$ cat src/rtl/router_pkg.sv
// rtl/router_pkg.sv - shared types, constants and header helper for the router packet transmitter
package router_pkg;

  typedef enum logic [2:0] {
    IDLE,
    LOAD,
    HDR,
    PLD,
    PAR,
    GAP
  } tx_state_e;

  localparam logic [1:0] ADDR_INVALID = 2'b11;
  localparam int         MAX_LEN      = 63;
  localparam int         LEN_W        = $clog2(MAX_LEN + 1);

  function automatic logic [7:0] hdr_byte(input logic [1:0] addr, input logic [LEN_W-1:0] len);
    return {len, addr};
  endfunction

endpackage

$ cat src/rtl/router_pkt_tx_if.sv
// rtl/router_pkt_tx_if.sv - command, payload and router-side signals of router_pkt_tx
// ROUTER_TX_PARITY_ERR_INJ_EN adds cmd_inj_err.
interface router_pkt_tx_if;
  logic       cmd_valid;
  logic       cmd_ready;
  logic [1:0] cmd_addr;
  logic [5:0] cmd_len;
`ifdef ROUTER_TX_PARITY_ERR_INJ_EN
  logic       cmd_inj_err;
`endif
  logic       pld_valid;
  logic       pld_ready;
  logic [7:0] pld_data;
  logic       busy;
  logic [7:0] data_in;
  logic       pkt_valid;

`ifdef ROUTER_TX_PARITY_ERR_INJ_EN
  modport master (
    input  cmd_valid, cmd_addr, cmd_len, cmd_inj_err, pld_valid, pld_data, busy,
    output cmd_ready, pld_ready, data_in, pkt_valid
  );
  modport slave (
    output cmd_valid, cmd_addr, cmd_len, cmd_inj_err, pld_valid, pld_data, busy,
    input  cmd_ready, pld_ready, data_in, pkt_valid
  );
`else
  modport master (
    input  cmd_valid, cmd_addr, cmd_len, pld_valid, pld_data, busy,
    output cmd_ready, pld_ready, data_in, pkt_valid
  );
  modport slave (
    output cmd_valid, cmd_addr, cmd_len, pld_valid, pld_data, busy,
    input  cmd_ready, pld_ready, data_in, pkt_valid
  );
`endif

endinterface

$ cat src/rtl/router_tx_buf.sv
// rtl/router_tx_buf.sv - 8-bit payload buffer with independent write/read pointers and registered read
module router_tx_buf #(
  parameter int DEPTH = 64
) (
  input  logic       clock,
  input  logic       resetn,
  input  logic       clr,
  input  logic       wr_en,
  input  logic [7:0] wr_data,
  input  logic       rd_en,
  output logic [7:0] rd_data
);

  logic [7:0] mem [DEPTH];
  logic [5:0] wr_ptr;
  logic [5:0] rd_ptr;

  always_ff @(posedge clock) begin
    if (wr_en) mem[wr_ptr] <= wr_data;
  end

  // Pointers restart at every packet, so a packet never wraps the buffer.
  always_ff @(posedge clock or negedge resetn) begin
    if (!resetn) begin
      wr_ptr  <= '0;
      rd_ptr  <= '0;
      rd_data <= '0;
    end else if (clr) begin
      wr_ptr <= '0;
      rd_ptr <= '0;
    end else begin
      if (wr_en) wr_ptr <= wr_ptr + 6'd1;
      if (rd_en) begin
        rd_data <= mem[rd_ptr];
        rd_ptr  <= rd_ptr + 6'd1;
      end
    end
  end

endmodule

$ cat src/rtl/router_pkt_tx.sv
// rtl/router_pkt_tx.sv - store-and-forward packet transmitter for the router input port
// ROUTER_TX_PARITY_ERR_INJ_EN adds cmd_inj_err, which flips bit 0 of the sent parity.
module router_pkt_tx
  import router_pkg::*;
#(
  parameter int IFG_CYCLES = 1,
  parameter int BUF_DEPTH  = 64
) (
  input  logic            clock,
  input  logic            resetn,
  router_pkt_tx_if.master bus,
  output logic            cmd_err,
  output logic            pkt_done,
  output logic            tx_active
);

  localparam int GAP_W = 16;

  tx_state_e        state;
  logic [1:0]       addr_q;
  logic [LEN_W-1:0] len_q;
  logic [LEN_W-1:0] cnt;
  logic [LEN_W-1:0] rcnt;
  logic [7:0]       data_q;
  logic [7:0]       parity;
  logic [GAP_W-1:0] gap_cnt;
  logic [7:0]       buf_rd_data;
  logic [7:0]       par_flip;
  logic             cmd_ok;
  logic             cmd_fire;
  logic             accept;
  logic             wr_en;
  logic             rd_en;

  assign cmd_ok   = (bus.cmd_addr != ADDR_INVALID) && (bus.cmd_len != '0);
  assign cmd_fire = (state == IDLE) && bus.cmd_valid && bus.cmd_ready && cmd_ok;
  assign accept   = !bus.busy;
  assign wr_en    = (state == LOAD) && bus.pld_valid && bus.pld_ready;
  // Fetch byte 0 on header acceptance, then one byte ahead per accepted payload byte.
  assign rd_en    = accept && ((state == HDR) ||
                               ((state == PLD) && (rcnt != len_q - LEN_W'(1))));

  assign bus.data_in = (state == PLD) ? buf_rd_data : data_q;

`ifdef ROUTER_TX_PARITY_ERR_INJ_EN
  logic inj_q;

  always_ff @(posedge clock or negedge resetn) begin
    if (!resetn)       inj_q <= 1'b0;
    else if (cmd_fire) inj_q <= bus.cmd_inj_err;
  end

  assign par_flip = {7'd0, inj_q};
`else
  assign par_flip = 8'h00;
`endif

  router_tx_buf #(.DEPTH(BUF_DEPTH)) u_buf (
    .clock   (clock),
    .resetn  (resetn),
    .clr     (cmd_fire),
    .wr_en   (wr_en),
    .wr_data (bus.pld_data),
    .rd_en   (rd_en),
    .rd_data (buf_rd_data)
  );

  always_ff @(posedge clock or negedge resetn) begin
    if (!resetn) begin
      state         <= IDLE;
      bus.cmd_ready <= 1'b1;
      bus.pld_ready <= 1'b0;
      bus.pkt_valid <= 1'b0;
      data_q        <= '0;
      cmd_err       <= 1'b0;
      pkt_done      <= 1'b0;
      tx_active     <= 1'b0;
      addr_q        <= '0;
      len_q         <= '0;
      cnt           <= '0;
      rcnt          <= '0;
      parity        <= '0;
      gap_cnt       <= '0;
    end else begin
      cmd_err  <= 1'b0;
      pkt_done <= 1'b0;
      case (state)
        IDLE: begin
          if (bus.cmd_valid && bus.cmd_ready) begin
            if (!cmd_ok) begin
              cmd_err <= 1'b1;
            end else begin
              addr_q        <= bus.cmd_addr;
              len_q         <= bus.cmd_len;
              cnt           <= '0;
              rcnt          <= '0;
              parity        <= '0;
              bus.cmd_ready <= 1'b0;
              bus.pld_ready <= 1'b1;
              tx_active     <= 1'b1;
              state         <= LOAD;
            end
          end
        end
        LOAD: begin
          if (wr_en) begin
            cnt <= cnt + LEN_W'(1);
            if (cnt == len_q - LEN_W'(1)) begin
              bus.pld_ready <= 1'b0;
              bus.pkt_valid <= 1'b1;
              data_q        <= hdr_byte(addr_q, len_q);
              state         <= HDR;
            end
          end
        end
        HDR: begin
          if (accept) begin
            parity <= parity ^ data_q;
            state  <= PLD;
          end
        end
        PLD: begin
          if (accept) begin
            parity <= parity ^ buf_rd_data;
            if (rcnt == len_q - LEN_W'(1)) begin
              bus.pkt_valid <= 1'b0;
              data_q        <= parity ^ buf_rd_data ^ par_flip;
              state         <= PAR;
            end else begin
              rcnt <= rcnt + LEN_W'(1);
            end
          end
        end
        PAR: begin
          if (accept) begin
            pkt_done <= 1'b1;
            data_q   <= '0;
            gap_cnt  <= '0;
            state    <= GAP;
          end
        end
        GAP: begin
          if (gap_cnt >= GAP_W'(IFG_CYCLES)) begin
            if (!bus.busy) begin
              bus.cmd_ready <= 1'b1;
              tx_active     <= 1'b0;
              state         <= IDLE;
            end
          end else begin
            gap_cnt <= gap_cnt + GAP_W'(1);
          end
        end
        default: state <= IDLE;
      endcase
    end
  end

endmodule

$ cat src/flat_wrapper.sv
// flat-port wrapper written by rule: the top's interface ports become plain ports
module router_pkt_tx_flat import router_pkg::*;
#(
  parameter int IFG_CYCLES = 1,
  parameter int BUF_DEPTH  = 64
)
  (clock, resetn, cmd_err, pkt_done, tx_active, bus_cmd_valid, bus_cmd_addr, bus_cmd_len, bus_pld_valid, bus_pld_data, bus_busy, bus_cmd_ready, bus_pld_ready, bus_data_in, bus_pkt_valid);
  router_pkt_tx_if bus_i ();
  input  logic clock;
  input  logic resetn;
  output logic cmd_err;
  output logic pkt_done;
  output logic tx_active;
  input wire logic [$bits(bus_i.cmd_valid)-1:0] bus_cmd_valid;
  input wire logic [$bits(bus_i.cmd_addr)-1:0] bus_cmd_addr;
  input wire logic [$bits(bus_i.cmd_len)-1:0] bus_cmd_len;
  input wire logic [$bits(bus_i.pld_valid)-1:0] bus_pld_valid;
  input wire logic [$bits(bus_i.pld_data)-1:0] bus_pld_data;
  input wire logic [$bits(bus_i.busy)-1:0] bus_busy;
  output wire logic [$bits(bus_i.cmd_ready)-1:0] bus_cmd_ready;
  output wire logic [$bits(bus_i.pld_ready)-1:0] bus_pld_ready;
  output wire logic [$bits(bus_i.data_in)-1:0] bus_data_in;
  output wire logic [$bits(bus_i.pkt_valid)-1:0] bus_pkt_valid;
  assign bus_i.cmd_valid = bus_cmd_valid;
  assign bus_i.cmd_addr = bus_cmd_addr;
  assign bus_i.cmd_len = bus_cmd_len;
  assign bus_i.pld_valid = bus_pld_valid;
  assign bus_i.pld_data = bus_pld_data;
  assign bus_i.busy = bus_busy;
  assign bus_cmd_ready = bus_i.cmd_ready;
  assign bus_pld_ready = bus_i.pld_ready;
  assign bus_data_in = bus_i.data_in;
  assign bus_pkt_valid = bus_i.pkt_valid;
  router_pkt_tx #(.IFG_CYCLES(IFG_CYCLES), .BUF_DEPTH(BUF_DEPTH)) u_core (.clock(clock), .resetn(resetn), .bus(bus_i), .cmd_err(cmd_err), .pkt_done(pkt_done), .tx_active(tx_active));
endmodule
$ cat config.mk
export PLATFORM = sky130hd
export DESIGN_NAME = router_pkt_tx_flat
export DESIGN_NICKNAME = d
export VERILOG_FILES = /design/src/rtl/router_pkg.sv /design/src/rtl/router_pkt_tx_if.sv /design/src/rtl/router_tx_buf.sv /design/src/rtl/router_pkt_tx.sv /design/src/flat_wrapper.sv
export SDC_FILE = /design/constraint.sdc
export NUM_CORES = 1
export LEC_CHECK = 0
export CAP_MARGIN = 20
export CORE_MARGIN = 4
export CORE_UTILIZATION = 30
export DETAILED_ROUTE_END_ITERATION = 7
export SYNTH_ARGS = -nofsm -noshare
export SYNTH_HDL_FRONTEND = slang
export SYNTH_SLANG_ARGS = --single-unit
$ cat constraint.sdc
create_clock -name clock -period 3.75 [get_ports clock]
set_input_delay 0.75 -clock clock [delete_from_list [all_inputs] [get_ports clock]]
set_output_delay 0.75 -clock clock [all_outputs]
set_load 0.01 [all_outputs]
==> results of run 1 <==
==> cell families (layout without fill, tap and decap cells) <==
kind of cell / after synthesis / in the layout / synth area share
AO/OA/AOI/OAI: 211 / 211 / 0.05813
XOR/XNOR: 34 / 34 / 0.01418
adder cells (fa/ha/maj): 8 / 8 / 0.004171
buffers and inverters: 97 / 249 / 0.01621
flip-flops: 593 / 593 / 0.7251
multiplexers: 138 / 138 / 0.1244
AND/OR/NAND/NOR: 303 / 303 / 0.05782
==> power by group through the flow <==
stage	sequential [W]	clock [W]	combinational, W
after floorplan	0.00779	0	0.00287
after global placement	0.00811	0	0.00402
after detailed placement	0.00813	0	0.00409
after CTS	0.00800	0.00554	0.00410
after global routing	0.00805	0.00585	0.00436
final	0.00800	0.00540	0.00403
==> stage by stage <==
| stage | instance area [µm²] | instances | power [W] | hold WS (ns) | worst slack [ns] |
|---|---|---|---|---|---|
| 2_1_floorplan | 24000 | 1384 | 0.01066 | 0.4544 | 1.147 |
| 3_3_place_gp | 26060 | 2478 | 0.01213 | 0.4682 | 0.4107 |
| 3_5_place_dp | 26060 | 2478 | 0.01222 | 0.4796 | 0.4099 |
| 4_1_cts | 27810 | 2585 | 0.01763 | 0.3460 | 0.2890 |
| 5_1_grt | 27830 | 2586 | 0.01827 | 0.1117 | 0.06972 |
| 6_report | 27830 | 2586 | 0.01743 | 0.1054 | 0.2990 |
==> cells in the final DEF (no fill, tap or decap), types with 10 or more instances in the layout <==
master | synthesis | routed
clkbuf_1 | 62 | 19
a21oi_1 | 48 | 48
clkinv_1 | 0 | 14
a22oi_1 | 79 | 79
nand4_1 | 10 | 10
o21ai_0 | 33 | 33
o31ai_1 | 20 | 20
nor3_1 | 13 | 13
mux4_2 | 128 | 128
buf_4 | 0 | 90
nand2_1 | 94 | 94
inv_1 | 13 | 13
edfxtp_1 | 512 | 512
nand3_1 | 16 | 16
clkdlybuf4s50_1 | 0 | 25
clkbuf_16 | 0 | 59
nor2_1 | 111 | 110
dfrtp_1 | 80 | 78
xnor2_1 | 23 | 23
==> layout make-up <==
class | instances | area, µm² | area share
multi-input combinational | 694 | 6216 | 0.2233
timing repair buffer | 129 | 1094 | 0.03929
inverter | 13 | 48.80 | 0.001753
clock buffer | 78 | 1548 | 0.05561
tap | 1050 | 1314 | 0.04720
sequential | 593 | 17410 | 0.6255
clock inverter | 29 | 203.9 | 0.007327
==> worst max-delay path, cell delays in order, from the launching register on <==
cell,delay [ns]
dfrtp_1,0.67
nor2b_1,0.12
nand2_1,0.51
nand2_1,0.12
nand2_1,0.12
clkdlybuf4s50_1,0.56
==> sequential cells by signal, summed over array words and instances (netlist names) <==
register / flops
u_core.u_buf.mem: 512
u_core.gap_cnt: 16
u_core.data_q: 8
u_core.parity: 8
u_core.u_buf.rd_data: 8
u_core.cnt: 6
u_core.len_q: 6
u_core.rcnt: 6
u_core.u_buf.rd_ptr: 6
u_core.u_buf.wr_ptr: 6
u_core.state: 3
u_core.addr_q: 2
u_core.bus.cmd_ready: 1
u_core.bus.pkt_valid: 1
u_core.bus.pld_ready: 1
u_core.cmd_err: 1
u_core.pkt_done: 1
u_core.tx_active: 1
==> metal layers <==
layer / track usage / wire (µm) / vias up
met3: 0.02873 / 4239 / 73
met2: 0.2065 / 26300 / 439
met4: 0.03318 / 1141 / 2
li1: - / - / 5703
met5: 0 / 13 / -
met1: 0.1876 / 24580 / 6737
==> how the worst min path moves through the flow <==
stage / endpoint / cells past startpoint
finish: u_core.rcnt[2]$_DFFE_PN0P_ / 1
global route: u_core.u_buf.rd_ptr[1]$_DFFE_PN0P_ / 1
CTS: u_core.parity[1]$_DFFE_PN0P_ / 1
detailed placement: u_core.bus.pkt_valid$_DFFE_PN0P_ / 1
global placement: u_core.bus.pkt_valid$_DFFE_PN0P_ / 1
floorplan: u_core.addr_q[0]$_DFFE_PN0P_ / 0
==> impl_results.md, run 1 <==
- Sw Pwr: between 0.005 and 0.006 W
- LEAKAGE: ~9 nW
- R2R depth: 8
- Seq/Total Area, Yosys: 0.7251
- CP Max Fanout: 17
- Initial Util: 0.3033
- Fillers: 7461
- Drt total wl: 56270 µm
- Resize count post-CTS: 0
- FFs w/ async S/R, synth: 0.1366
- R2R setup slack: about 0.81 ns
- CTS Hold Bufs: 0
- Port Buffer Count: 34
- Max_cap viols: 0
- Fin Setup TNS: 0 ns
- Sink Count: ~600
- Post-DP HPWL: around 35000 µm
- Final Util: 0.3518
- Final period util: 0.9203
- Critical path class: reg2out
- Most instantiated cells after synthesis: edfxtp_1 (512), mux4_2 (128), nor2_1 (111), nand2_1 (94), dfrtp_1 (80)
- Final setup skew: around 0.04 ns
- Worst r2r src: u_core.len_q[0]$_DFFE_PN0P_
- Top_reg_cell synth: edfxtp_1
- CTS root buffer: clkbuf_16
- Post-CTS Setup Inserts: 0
- Ranking of synthesized cells by area: edfxtp_1 (64%), mux4_2 (12%), dfrtp_1 (8.3%), a22oi_1 (2.5%), nor2_1 (1.7%)
- Die Wd: slightly below 300 µm
- Reg2reg end: u_core.data_q[2]$_DFFE_PN0P_
- Startpoint type of the worst setup path: register
- DR vias: 12954
- Nets: between 1500 and 2000
- Wire per inst: 21.76 µm
- Total track usage: 0.1317
- Top-area cell type share of the netlist area: 0.6406
- Initial antenna violation count: 1
- Core ar.: approximately 0.079 mm²
- Post-Syn Area: roughly 0.024 mm²
- Final Hold Viols: 0
- Max Root-Sink Buffers: 3
- Drt first pass iters: 5
- Count of final setup violators: 0
- Pwr dens: ~630 mW/mm²
- Fraction of layout cells with a size suffix above 1: 0.2103
- Final slew viol count: 0
- Post-route ant nets: 0
- GP Congestion: roughly 0.8
- Die Span Y: just under 300 µm
- Count leader, synth: edfxtp_1
- DRC viols: 0
- Synth-to-Final Area Change: 15.97%
- Mapped Nets: about 1400
- Synth Instances: 1384
- Clock slew at reported path FFs: approximately 0.060 ns
- Synth warnings: 0
- Status: completed
- Power share of the clock group: 0.310
- Combinational power share: 0.231
- Iteration-0 DRC Markers: 1231
- Switch share: 0.2913
- Die ar.: ~0.085 mm²
- First-pass GRT wire length: between 80000 and 90000 µm
- Unrepaired setup endpoints after global routing: false
- Setup crit end kind: output port
- Slew @ Worst Pin: 1.030 ns
- Num ports: 35
- Design internal power: 0.01235 W
- Synth cell types: 54
- Number of synthesized flops with an enable pin: 512
- CP Launch Point: u_core.state[2]$_DFFE_PN0P_
- Max Freq: ~0.29 GHz
- CP endpoint: bus_data_in[5]
- CTS Buf Count: between 50 and 60
- Worst-Skew Late Latency: approximately 0.64 ns
- Syn avg cell area: 17.34 µm²
- Final Critical Period: ~3.5 ns
- Critical Path AT: between 2 and 3 ns
- Yosys reg bits: 593
- Worst Path Required: about 3.0 ns
- Largest area contributor in the netlist: edfxtp_1
- Via-to-Cell Ratio: between 5 and 6
- Diodes inserted: 0
- Sequential power share: 0.459
- VDD IR max: ~340 µV
- Htree depth: 2
- Largest net degree at the start of global routing: roughly 80
- CTS tree: done
- Relative slew slack: 0.3110
- Worst Hold Class: in2async
- Vias in the first global route: between 10000 and 15000
- Gr ovfl total: 0
- Num rows: 103
No activity file was read; power rests on OpenSTA's default activity.
==> inputs of run 2 (changes only) <==
--- a/config.mk
+++ b/config.mk
@@ -9,6 +9,9 @@
 export CORE_MARGIN = 4
 export CORE_UTILIZATION = 30
 export DETAILED_ROUTE_END_ITERATION = 7
+export DONT_BUFFER_PORTS = 1
+export GPL_ROUTABILITY_DRIVEN = 0
+export REMOVE_ABC_BUFFERS = 1
 export SYNTH_ARGS = -nofsm -noshare
 export SYNTH_HDL_FRONTEND = slang
 export SYNTH_SLANG_ARGS = --single-unit
==> run 2 against run 1 <==
Against the previous run: clock skew fell by 0.012 ns; routed wire length fell by 2.4%; hold slack got worse by 0.065 ns; cell count fell by 3.8%; power rose by 3.9%; non-clock buffer count fell by 100; sequential share of layout area rose by 0.98 points; global-route usage fell by 0.42 points; combinational power fell by 5.7%; sequential power barely moved; die area did not move.
==> impl_results.md, run 2 (same netlist as run 1, synthesis figures left out) <==
- Status: completed
- Worst Hold Class: in2async
- Vias in the first global route: 12764
- Unrepaired setup endpoints after global routing: false
- Drt total wl: around 55000 µm
- Iteration-0 DRC Markers: 1256
- Largest net degree at the start of global routing: 82
- Worst-Skew Late Latency: between 0.6 and 0.7 ns
- Initial antenna violation count: 0
- DR vias: roughly 13000
- R2R depth: 6
- VDD IR max: around 340 µV
- Commonest non-fill, non-tap cells in the layout: edfxtp_1 (512), mux4_2 (128), nor2_1 (110)
- Final period util: 0.9370
- CP most frequent cell: nor2_1
- Critical path class: reg2reg
- Max reg flops: slightly above 500
- Port Buffer Count: 0
- Count of final setup violators: 0
- CP max stage delay: approximately 0.75 ns
- Drt first pass iters: 5
- Largest Register: u_core.u_buf.mem
- Initial Util: 0.3033
- Startpoint type of the worst setup path: register
- LEAKAGE: between 8 and 9 nW
- Fraction of layout cells with a size suffix above 1: 0.1869
- Nets: ~1400
- Die Wd: 290.8 µm
- Critical Path AT: approximately 3.8 ns
- Final Critical Period: 3.514 ns
- Post-DP HPWL: 33180 µm
- Diodes inserted: 0
- Pwr dens: 661.0 mW/mm²
- Worst Path Required: between 4 and 5 ns
- Cell Count Post-Placement: about 2400
- Max Freq: 0.2846 GHz
- Sink Count: just under 600
- Htree depth: 2
- Die Span Y: around 290 µm
- Post-Layout Cell Count: between 2000 and 2500
- Gr ovfl total: 0
- Slew @ Worst Pin: around 0.99 ns
- Design Power: ~0.018 W
- First-pass GRT wire length: a little over 80000 µm
- Fin Setup TNS: 0 ns
- Core ar.: 0.07913 mm²
- Final setup skew: ~0.028 ns
- Relative slew slack: 0.3348
- Largest regs: u_core.u_buf.mem (512), u_core.gap_cnt (16)
- Max Root-Sink Buffers: 3
- Final Hold Viols: 0
- Post-route ant nets: 0
- Placed instance area: roughly 0.025 mm²
- Commonest non-fill, non-tap cell in the layout: edfxtp_1
- Synth-to-Final Area Change: 14.18%
- Delay-heaviest family, CP: simple AND/OR/NAND/NOR gates
- Num rows: between 100 and 150
- Max_cap viols: 0
- CTS Buf Count: 59
- CTS root buffer: clkbuf_16
- Total track usage: 0.1275
- Wire per inst: between 20 and 25 µm
- CTS tree: done
- DRC viols: 0
- Slowest stage cell on the critical path: nor2_1
- Crit path depth: 6
- Setup crit end kind: register
- Die ar.: roughly 0.085 mm²
- Clock slew at reported path FFs: approximately 0.07 ns
- CP Buf/Inv Count: 1
- Post-Layout Inst Area: between 0.02 and 0.03 mm²
- CP Max Fanout: 16
- Final slew viol count: 0
- Num ports: 35
- Via-to-Cell Ratio: around 5.1
- Critical path cell sequence: nor2_1, nand4_1, buf_4, nor2_1, nand3_1, nor2_1
-- run 2: changes by cell type in the layout (fill, tap and decap cells not counted) --
cell / previous run / this run
inv_6: 1 / 2
clkinvlp_4: 3 / 2
clkinv_1: 14 / 7
buf_4: 90 / 21
clkinv_4: 0 / 1
clkdlybuf4s50_1: 25 / 0
buf_12: 5 / 7
clkbuf_1: 19 / 8
bufinv_16: 1 / 12
clkinv_2: 8 / 16
clkbuf_16: 59 / 60
buf_2: 8 / 0
-- run 2: timing repair --
item                      in CTS  in global routing
hold endpoints to repair      81                  0
resized for setup              0                  0
hold buffers                   1                  0
setup buffers                  0                  0
-- run 2: final cells by class --
cell class / count / area (µm²)
clock inverter: 42 / 558.0
clock buffer: 68 / 1531
inverter: 13 / 48.80
fill: 7393 / 51720
timing repair buffer: 29 / 325.3
tap: 1050 / 1314
sequential: 593 / 17410
multi-input combinational: 694 / 6216
-- run 2: final timing paths --
kind	startpoint	endpoint	slack, ns
setup / recovery	u_core.state[2]$_DFFE_PN0P_	u_core.u_buf.mem[30][1]$_DFFE_PP_	0.24
hold / removal	resetn	u_core.u_buf.rd_data[0]$_DFFE_PN0P_	0.04
setup reg to reg	u_core.state[2]$_DFFE_PN0P_	u_core.u_buf.mem[30][1]$_DFFE_PP_	0.24
hold reg to reg	u_core.parity[1]$_DFFE_PN0P_	u_core.parity[1]$_DFFE_PN0P_	0.50
max in group asynchronous	resetn	u_core.bus.cmd_ready$_DFFE_PN1P_	3.36
min in group clock	bus_pld_data[4]	u_core.u_buf.mem[29][4]$_DFFE_PP_	0.22
-- run 2: report_power, final --
part	switching [W]	internal, W
Sequential	0.000488	0.00752
Clock	0.00254	0.00377
Combinational	0.00205	0.00175
Total	0.00508	0.0130
-- run 2: through the flow --
stage,hold WS (ns),util,setup slack (ns)
after floorplan,0.4544,-,-2.614
after global placement,0.4569,0.3196,0.3546
after detailed placement,0.4571,0.3196,0.3424
after CTS,0.01708,0.3463,0.3225
after global routing,0.05296,0.3463,0.1803
final,0.04039,0.3463,0.2363
-- run 2: routing by layer --
metal	up-vias	part of all wire	track usage
li1	5520	-	-
met1	6594	0.43	0.1783
met2	458	0.47	0.2021
met3	98	0.076	0.02560
met4	0	0.026	0.03855
met5	-	0	0
==> RTL edit, RTL diff (flow settings as in run 1) <==
The 6 states of `tx_state_e` get a one-hot encoding in 6 bits.
--- a/src/rtl/router_pkg.sv
+++ b/src/rtl/router_pkg.sv
@@ -1,13 +1,13 @@
 // rtl/router_pkg.sv - shared types, constants and header helper for the router packet transmitter
 package router_pkg;
 
-  typedef enum logic [2:0] {
-    IDLE,
-    LOAD,
-    HDR,
-    PLD,
-    PAR,
-    GAP
+  typedef enum logic [5:0] {
+    IDLE = 6'b000001,
+    LOAD = 6'b000010,
+    HDR  = 6'b000100,
+    PLD  = 6'b001000,
+    PAR  = 6'b010000,
+    GAP  = 6'b100000
   } tx_state_e;
 
   localparam logic [1:0] ADDR_INVALID = 2'b11;
Function: no difference found for any inputs over 4 cycles, from zero or initial values and one cycle with resetn low; so few cycles prove little.
==> RTL edit against run 1 <==
- synthesized area grew 0.52%
- highest routed layer is now met4
- final area grew 1.2%
- fmax shrank 3.9%
- critical path depth grew 1
- register-to-register slack lost 430 ps
- worst setup slack lost 140 ps
- synthesized cell count shrank 0.94%
- sequential cell count grew 3
- wire length shrank 0.90%
Power is not compared: it rests on default switching activity, and its combinational part moved more than twofold at a synthesized area within 25%.
==> RTL edit: results (changes against run 1) <==
| Metric | Value |
|---|---|
| Compound-Gate Fraction of Synth Area | `5.69% (-0.12 points)` |
| R2r setup slk | `380 ps (-430 ps)` |
| R2R depth | `6 (-2)` |
| Global-route wire length before repair | `84200 µm (-1.9%)` |
| GR Layer Usage met2 | `20.3% (-0.38 points)` |
| CTS root buffer | `clkbuf_16` |
| Max_slew headroom | `31.6% (+0.49 points)` |
| Net Count, Synth | `1400 (-0.92%)` |
| Met1 Use GR | `18.5% (-0.23 points)` |
| Met3 usage | `2.56% (-0.32 points)` |
| Leakage | `9.11 nW` |
| Internal Power | `11.3 mW` |
| Synth top cells by count | `edfxtp_1, mux4_2, nor2_1` |
| H-tree levels | `2 (unchanged)` |
| Adder-cell share of the synthesized area | `0.415% (-0.0021 points)` |
| Hold WS | `223 ps (+118 ps)` |
| Initial DRC Count | `1478 (+20%)` |
| Initial antenna violation count | `0 (-1)` |
| Ys async rst share | `14.1% (+0.43 points)` |
| Setup Skew | `26.3 ps (-13.0 ps)` |
| Crit path DAT | `2840 ps (+140 ps)` |
| Share of layout cells above drive strength 1 | `22.8% (+1.8 points)` |
| CTS buffer count | `59 (unchanged)` |
| Syn. warnings | `0 (unchanged)` |
| Mux share of post-synthesis cell area | `12.5% (+0.055 points)` |
| HPWL after DPL | `34000 µm (-3.7%)` |
| Xor-xnor portion of the synthesized cell area | `1.52% (+0.10 points)` |
| Crit-path max cell delay | `610 ps (-60 ps)` |
| Area contributors post-synth | `edfxtp_1, mux4_2, dfrtp_1, a22oi_1, nor2_1` |
| Crit-path slowest cell | `or4_1` |
| Fillers | `7414 (-0.63%)` |
| Total track usage | `13.0% (-0.21 points)` |
| Largest family of logic cells by synthesized area | `multiplexers` |
| Reg2Reg Capture Point | `u_core.u_buf.mem[39][0]$_DFFE_PP_` |
| Start point of the critical path | `u_core.state[4]$_DFFE_PN0P_` |
| Seq/Total Area, Yosys | `72.5% (about the same)` |
| Number of global-route vias before repair | `13.1k (-1.6%)` |
| GP Congestion | `0.810 (about the same)` |
| CP max FO | `18 (+1)` |
| Post-route DRC | `0 (unchanged)` |
| Nets@finish | `1507 (-0.79%)` |
| Synth unique cells | `59 (+9.3%)` |
| FF-to-FF Start | `u_core.state[3]$_DFFE_PN0P_` |
| Vias per Instance | `4.97 (-0.71%)` |
| Clock-pin slew on the worst setup and hold paths | `60 ps (about the same)` |
| Largest net degree at the start of global routing | `74 (-9.8%)` |
| Post-DP Area | `26200 µm² (+0.52%)` |
| Status | `completed` |
| Pre-CTS WS | `389 ps (-20.9 ps)` |
| WL final | `55800 µm (-0.90%)` |
RTL edit: logic make-up after synthesis:
kind of cell / count (synthesis)
buf+inv: 90
xor+xnor: 34
simple gates: 297
compound gates: 206
mux: 140
fa+ha+maj: 8
flops: 596
RTL edit: area by class of cell:
type / count / area, µm² / area share, %
repair buffers: 123 / 1060 / 3.75
clock buffers: 66 / 1500 / 5.33
clock inverters: 46 / 473 / 1.68
multi-input cells: 685 / 6290 / 22.3
inverters: 13 / 48.8 / 0.173
well taps: 1050 / 1310 / 4.66
flip-flops and latches: 596 / 17500 / 62.1
RTL edit: how the worst max path moves through the flow:
stage                                                   end  slack [ps]  cells after the start
after floorplan            u_core.u_buf.mem[7][0]$_DFFE_PP_         930                      7
after global placement    u_core.u_buf.mem[39][1]$_DFFE_PP_         440                      6
after detailed placement  u_core.u_buf.mem[39][5]$_DFFE_PP_         390                      6
after CTS                                    bus_data_in[5]          40                      6
after global routing                         bus_data_in[2]          30                      6
final                                        bus_data_in[5]         160                      6
RTL edit: metrics by stage:
step | instances | util [%] | power (mW)
4_1_cts | 2579 | 35.5 | 14.9
5_1_grt | 2579 | 35.5 | 15.3
3_5_place_dp | 2467 | 33.0 | 8.89
2_1_floorplan | 1371 | - | 8.41
3_3_place_gp | 2467 | 33.0 | 8.87
6_report | 2579 | 35.5 | 14.7
RTL edit: power groups by stage:
stage,Combinational [mW],Clock [mW],Sequential [mW]
2_1_floorplan,0.839,0,7.57
3_3_place_gp,1.20,0,7.67
3_5_place_dp,1.21,0,7.68
4_1_cts,1.22,6.11,7.54
5_1_grt,1.33,6.41,7.57
6_report,1.20,5.98,7.54
RTL edit: what timing repair did:
action,CTS,global route
hold buffers,0,0
endpoints found under the setup margin,0,5
gates resized for setup,0,2
RTL edit: per-layer routing:
| metal | vias up | routed length, µm |
|---|---|---|
| li1 | 5705 | - |
| met1 | 6581 | 24500 |
| met2 | 452 | 26200 |
| met3 | 89 | 3790 |
| met4 | 0 | 1300 |
| met5 | - | 0 |
RTL edit: worst register-to-register path: cells and delay by family, from the launching register on:
family	cells	cell delay, ps
AND/OR/NAND/NOR	6	2500
flip-flops	1	480
